**src/rtl/booth_mult_unit.sv**
```systemverilog
// booth_mult_unit
//   Sequential radix-2 Booth multiplier for the EX stage. It captures two
//   signed operands on start, runs WIDTH Booth steps, then presents the
//   2*WIDTH-bit product for one DONE cycle. During that cycle it strobes the
//   low word back to the register file. The strobe is suppressed when the
//   destination is register 0.
//
// Ports
//   clk, rst_n        clock, asynchronous active-low reset
//   start             multiply request, sampled only in IDLE
//   Operand_A/B       signed multiplicand / multiplier, captured with start
//   Dest_Reg          write-back register index, captured with start
//   busy              high in RUN and DONE (pipeline stall)
//   done              one-cycle result-valid pulse
//   Product_Hi/Lo     product words, held until overwritten
//   RegWrite          register-file write strobe (DONE, Dest_Reg != 0)
//   Write_Reg         captured Dest_Reg
//   Write_Data        equals Product_Lo
module booth_mult_unit #(
    parameter int WIDTH = 32
) (
    input  logic             clk,
    input  logic             rst_n,
    input  logic             start,
    input  logic [WIDTH-1:0] Operand_A,
    input  logic [WIDTH-1:0] Operand_B,
    input  logic [4:0]       Dest_Reg,
    output logic             busy,
    output logic             done,
    output logic [WIDTH-1:0] Product_Hi,
    output logic [WIDTH-1:0] Product_Lo,
    output logic             RegWrite,
    output logic [4:0]       Write_Reg,
    output logic [WIDTH-1:0] Write_Data
);

    localparam int CW = $clog2(WIDTH + 1);

    typedef enum logic [1:0] {IDLE, RUN, DONE} state_t;

    state_t           state_q, state_d;
    logic [WIDTH:0]   m_q;      // sign-extended multiplicand
    logic [WIDTH:0]   a_q;      // accumulator, one guard bit so -2^(W-1) works
    logic [WIDTH-1:0] q_q;
    logic             qm1_q;
    logic [CW-1:0]    cnt_q;
    logic [WIDTH:0]   sum;
    logic             last_step;
    logic             busy_d, done_d, rw_d;

    assign last_step  = (cnt_q == CW'(WIDTH - 1));
    assign Write_Data = Product_Lo;

    // Booth recode of {Q[0], Q_-1}
    always_comb begin
        sum = a_q;
        case ({q_q[0], qm1_q})
            2'b01:   sum = a_q + m_q;
            2'b10:   sum = a_q - m_q;
            default: sum = a_q;
        endcase
    end

    always_comb begin
        state_d = state_q;
        case (state_q)
            IDLE:    if (start) state_d = RUN;
            RUN:     if (last_step) state_d = DONE;
            DONE:    state_d = IDLE;
            default: state_d = IDLE;
        endcase
        // outputs are registered from the next state so nothing is combinational
        busy_d = (state_d != IDLE);
        done_d = (state_d == DONE);
        rw_d   = (state_d == DONE) && (Write_Reg != 5'd0);
    end

    always_ff @(posedge clk or negedge rst_n) begin
        if (!rst_n) begin
            state_q  <= IDLE;
            busy     <= 1'b0;
            done     <= 1'b0;
            RegWrite <= 1'b0;
        end else begin
            state_q  <= state_d;
            busy     <= busy_d;
            done     <= done_d;
            RegWrite <= rw_d;
        end
    end

    always_ff @(posedge clk or negedge rst_n) begin
        if (!rst_n) begin
            m_q        <= '0;
            a_q        <= '0;
            q_q        <= '0;
            qm1_q      <= 1'b0;
            cnt_q      <= '0;
            Write_Reg  <= '0;
            Product_Hi <= '0;
            Product_Lo <= '0;
        end else begin
            case (state_q)
                IDLE: begin
                    if (start) begin
                        m_q       <= {Operand_A[WIDTH-1], Operand_A};
                        a_q       <= '0;
                        q_q       <= Operand_B;
                        qm1_q     <= 1'b0;
                        cnt_q     <= '0;
                        Write_Reg <= Dest_Reg;
                    end
                end
                RUN: begin
                    // arithmetic shift of {A,Q,Q_-1}, replicating A's sign
                    a_q   <= {sum[WIDTH], sum[WIDTH:1]};
                    q_q   <= {sum[0], q_q[WIDTH-1:1]};
                    qm1_q <= q_q[0];
                    cnt_q <= cnt_q + CW'(1);
                    if (last_step) begin
                        Product_Hi <= sum[WIDTH:1];
                        Product_Lo <= {sum[0], q_q[WIDTH-1:1]};
                    end
                end
                default: ;
            endcase
        end
    end

endmodule

```
**config.mk**
```make
export PLATFORM = sky130hd
export DESIGN_NAME = booth_mult_unit
export DESIGN_NICKNAME = d
export VERILOG_FILES = /design/src/rtl/booth_mult_unit.sv
export SDC_FILE = /design/constraint.sdc
export NUM_CORES = 1
export LEC_CHECK = 0
export BUFFER_PORTS_ARGS = -buffer_cell sky130_fd_sc_hd__buf_2
export CAP_MARGIN = 20
export CORE_MARGIN = 10
export CORE_UTILIZATION = 40
export DETAILED_ROUTE_END_ITERATION = 10
export GPL_ROUTABILITY_DRIVEN = 0
export PLACE_DENSITY = 0.56
export SYNTH_ARGS = -nofsm -noshare
export SYNTH_HDL_FRONTEND = slang
export SYNTH_SLANG_ARGS = --single-unit
```
**constraint.sdc**
```tcl
create_clock -name clk -period 5.65 [get_ports clk]
set_clock_uncertainty 0.1 [all_clocks]
set_input_delay 1.13 -clock clk [delete_from_list [all_inputs] [get_ports clk]]
set_output_delay 1.13 -clock clk [all_outputs]
set_load 0.02 [all_outputs]
```
==> results.json <==
{
  "area_growth_pct": 15.30,
  "track_usage": 0.1704,
  "busiest_layer": "met2",
  "final_cell_count_no_fill": 1568,
  "synth_area_um2": 10080,
  "clkSinkCount": 177,
  "setup_tns_ps": 0,
  "cp-start-kind": "register",
  "grt_start_max_net_pins": 103,
  "nets": 1333,
  "min_period_over_period": 0.8075,
  "crit_slowest_cell": "or3_1",
  "syn_nets": 1224,
  "ant_nets": 0,
  "dominantRegCellSynth": "dfrtp_1",
  "use_met2": 0.2757,
  "die_w_um": 178.8,
  "max-cap-violations": 0,
  "wl_mm": 27.27,
  "routedWlPerCell_um": 17.39,
  "cp-end-kind": "register",
  "critPathRequiredTime_ps": 5910,
  "drive_gt1_frac": 0.2221,
  "clkTransAtPathRegs_ps": 80,
  "cpMostUsedCell": "or3_1",
  "cts_made_buffers": 17,
  "hold_violations": 0,
  "use_met3": 0.03433,
  "slew_violations": 0,
  "grt_pass1_vias": 8277,
  "yosys.area.top_type": "dfrtp_1",
  "async_flop_share": 1.000,
  "hpwl_mm": 18.75,
  "cts_root_buf": "clkbuf_16",
  "diodes": 0,
  "viasPerCell": 5.231,
  "dp.cells": 1534,
  "synth-edff-count": 0,
  "die_h_um": 178.8,
  "initial_core_util": 0.4039,
  "postCtsHoldBufs": 0,
  "max_freq_mhz": 219.2,
  "grt-ovfl-total": 0,
  "fill_cells": 2476,
  "ir_drop_uv": 307.8,
  "synth_top_area_share": 0.4393,
  "p_per_area_nw_per_um2": 765.8,
  "design.die.area_um2": 31960,
  "min_path_type": "register to register",
  "path_buf_inv": 0,
  "cts_max_level": 4,
  "drt_iter0_markers": 540,
  "arrival_ps": 4820,
  "cpPeakStageDelay_ps": 440,
  "crit_family": "simple AND/OR/NAND/NOR gates",
  "synthCells": 1116,
  "use_met1": 0.2297,
  "core_um2": 24960,
  "worstSkewPairLatency_ps": 440,
  "status": "complete, no violations",
  "first_pass_iters": 5,
  "drc": 0,
  "io_pins": 176,
  "rows": 58,
  "power.leakage_nw": 5.587,
  "cts_max_path_buffers": 2,
  "tightest_slew_ps": 1072,
  "grt_pass1_wl_mm": 43.94,
  "path_class": "register to register",
  "ys_seq_area_frac": 0.4393,
  "setup_violations": 0,
  "vias": 8202,
  "synth.avg_cell_area_um2": 9.035,
  "ys_types": 72,
  "cts_setup_buffers": 0,
  "worstPathCellList": "or3_1 > or3_1 > nor2_2 > nand2_1 > nor2_1 > nand2_1 > nor2_1 > a21oi_1 > xnor2_1 > ha_1 > a21o_1 > a211oi_1 > o2111ai_1 > a31oi_1 > xnor2_1 > nand2b_1 > or3_1 > o21ai_1",
  "ys_ff_latch": 177,
  "synth_warnings": 0,
  "slew_headroom": 0.2837,
  "period_needed_ps": 4562,
  "portBuffers": 175,
  "cts_tree": "yes",
  "ff_latch_area_um2": 4429,
  "ctsResizeCount": 0,
  "rsz0062_at_grt": "false",
  "antenna_found_initial": 0,
  "multi_input_area_um2": 5117,
  "cp_max_fo": 6,
  "synthTopCellsByArea": "dfrtp_1 (44%), nand2_1 (7.7%), a21oi_1 (4.5%), ha_1 (4.3%), o21ai_0 (4.2%)"
}
-- layer usage --
layer  vias to the layer above  routed length [um]
li1                       4110                   -
met1                      3859               12900
met2                       213               12340
met3                        20                1744
met4                         0                 283
met5                         -                   0
-- path summary, 6_finish.rpt --
| kind | start | end | slack (ps) | depth (start not counted) |
|---|---|---|---|---|
| worst max-delay path | m_q[3] | a_q[31] | 1090 | 18 |
| worst min register to register | Product_Hi[18] | Product_Hi[18] | 370 | 2 |
| max in group asynchronous | rst_n | a_q[24] | 3570 | 2 |
| worst max register to register | m_q[3] | a_q[31] | 1090 | 18 |
| worst min-delay path | Product_Hi[18] | Product_Hi[18] | 370 | 2 |
| min in group asynchronous | rst_n | q_q[27] | 700 | 1 |
-- synthesized netlist by cell type, types with 3 or more instances --
| cell | instances |
|---|---|
| nand2_1 | 206 |
| dfrtp_1 | 177 |
| a21oi_1 | 90 |
| o21ai_0 | 85 |
| clkbuf_1 | 55 |
| nor2_1 | 53 |
| xnor2_1 | 43 |
| nor2b_1 | 38 |
| ha_1 | 35 |
| a22oi_1 | 33 |
| buf_4 | 33 |
| mux2_2 | 33 |
| inv_1 | 20 |
| o21ai_1 | 19 |
| nand3_1 | 16 |
| xor2_1 | 16 |
| a22o_1 | 14 |
| nand2b_1 | 14 |
| nor3_1 | 12 |
| a31oi_1 | 8 |
| a211oi_1 | 7 |
| a21o_1 | 7 |
| and3_1 | 7 |
| mux2i_1 | 7 |
| buf_1 | 6 |
| a32oi_1 | 5 |
| nor4_1 | 5 |
| o211ai_1 | 5 |
| nand4_1 | 4 |
| o21bai_1 | 4 |
| or3_1 | 4 |
| or4_1 | 4 |
| nand4b_1 | 3 |
| o31ai_1 | 3 |
-- tightest hold or removal path: stages (launching register included) --
cell     delay [ps]
dfrtp_1         340
nand2_1          50
nand2_1          60
-- where the power goes --
group / switching, mW / leakage [nW] / internal [mW] / total (mW)
combinational: 3.16 / 3.06 / 2.25 / 5.41
clock: 0.586 / 0.282 / 0.599 / 1.18
sequential: 0.489 / 2.25 / 1.82 / 2.31
total: 4.23 / 5.59 / 4.67 / 8.90
-- cell usage in the layout (no fill, tap or decap), types with 7 or more instances in the layout --
cell / instances
inv_1: 20
xor2_1: 16
mux2i_1: 7
nor2b_1: 36
a22oi_1: 33
dfrtp_1: 177
nor2_1: 52
a22o_1: 14
buf_4: 9
clkbuf_16: 17
nor3_1: 12
mux2_2: 33
o21ai_0: 85
nand2_1: 206
a31oi_1: 8
buf_2: 174
nand2b_1: 14
xnor2_1: 43
a211oi_1: 7
ha_1: 34
nand3_1: 15
a21oi_1: 90
o21ai_1: 19
a21o_1: 7
and3_1: 7
-- through the flow --
stage | setup slack (ps) | area (um^2) | total power [mW] | hold slack (ps) | util
2_1_floorplan | 1548 | 10080 | 6.526 | 357.5 | -
3_3_place_gp | 1144 | 10990 | 7.662 | 358.3 | 0.4403
3_5_place_dp | 1093 | 10990 | 7.731 | 357.3 | 0.4403
4_1_cts | 1073 | 11570 | 8.944 | 375.3 | 0.4635
5_1_grt | 738.1 | 11630 | 9.717 | 394.4 | 0.4657
6_report | 1088 | 11630 | 8.904 | 371.8 | 0.4657
-- final cells by class --
| type | count | share of cell area |
|---|---|---|
| Clock inverter | 14 | 0.01216 |
| Multi-Input combinational cell | 822 | 0.4402 |
| Tap cell | 330 | 0.03551 |
| Inverter | 21 | 0.006780 |
| Timing Repair Buffer | 186 | 0.08663 |
| Clock buffer | 18 | 0.03777 |
| Sequential cell | 177 | 0.3810 |
-- flip-flops by register name, indices dropped and copies added (netlist names) --
register	cells
Product_Hi	32
Product_Lo	32
a_q	32
m_q	32
q_q	32
cnt_q	6
Write_Reg	5
state_q	2
RegWrite	1
busy	1
done	1
qm1_q	1
-- logic make-up after synthesis --
group | Yosys count | synth area share
and+or+nand+nor | 377 | 0.1690
muxes | 40 | 0.04380
adders and majority gates | 36 | 0.04542
xor gates and xnor gates | 59 | 0.05125
DFF | 177 | 0.4393
AOI/OAI and AO/OA | 310 | 0.1937
buffers and inverters | 117 | 0.05757
No activity file was read; power rests on OpenSTA's default activity.
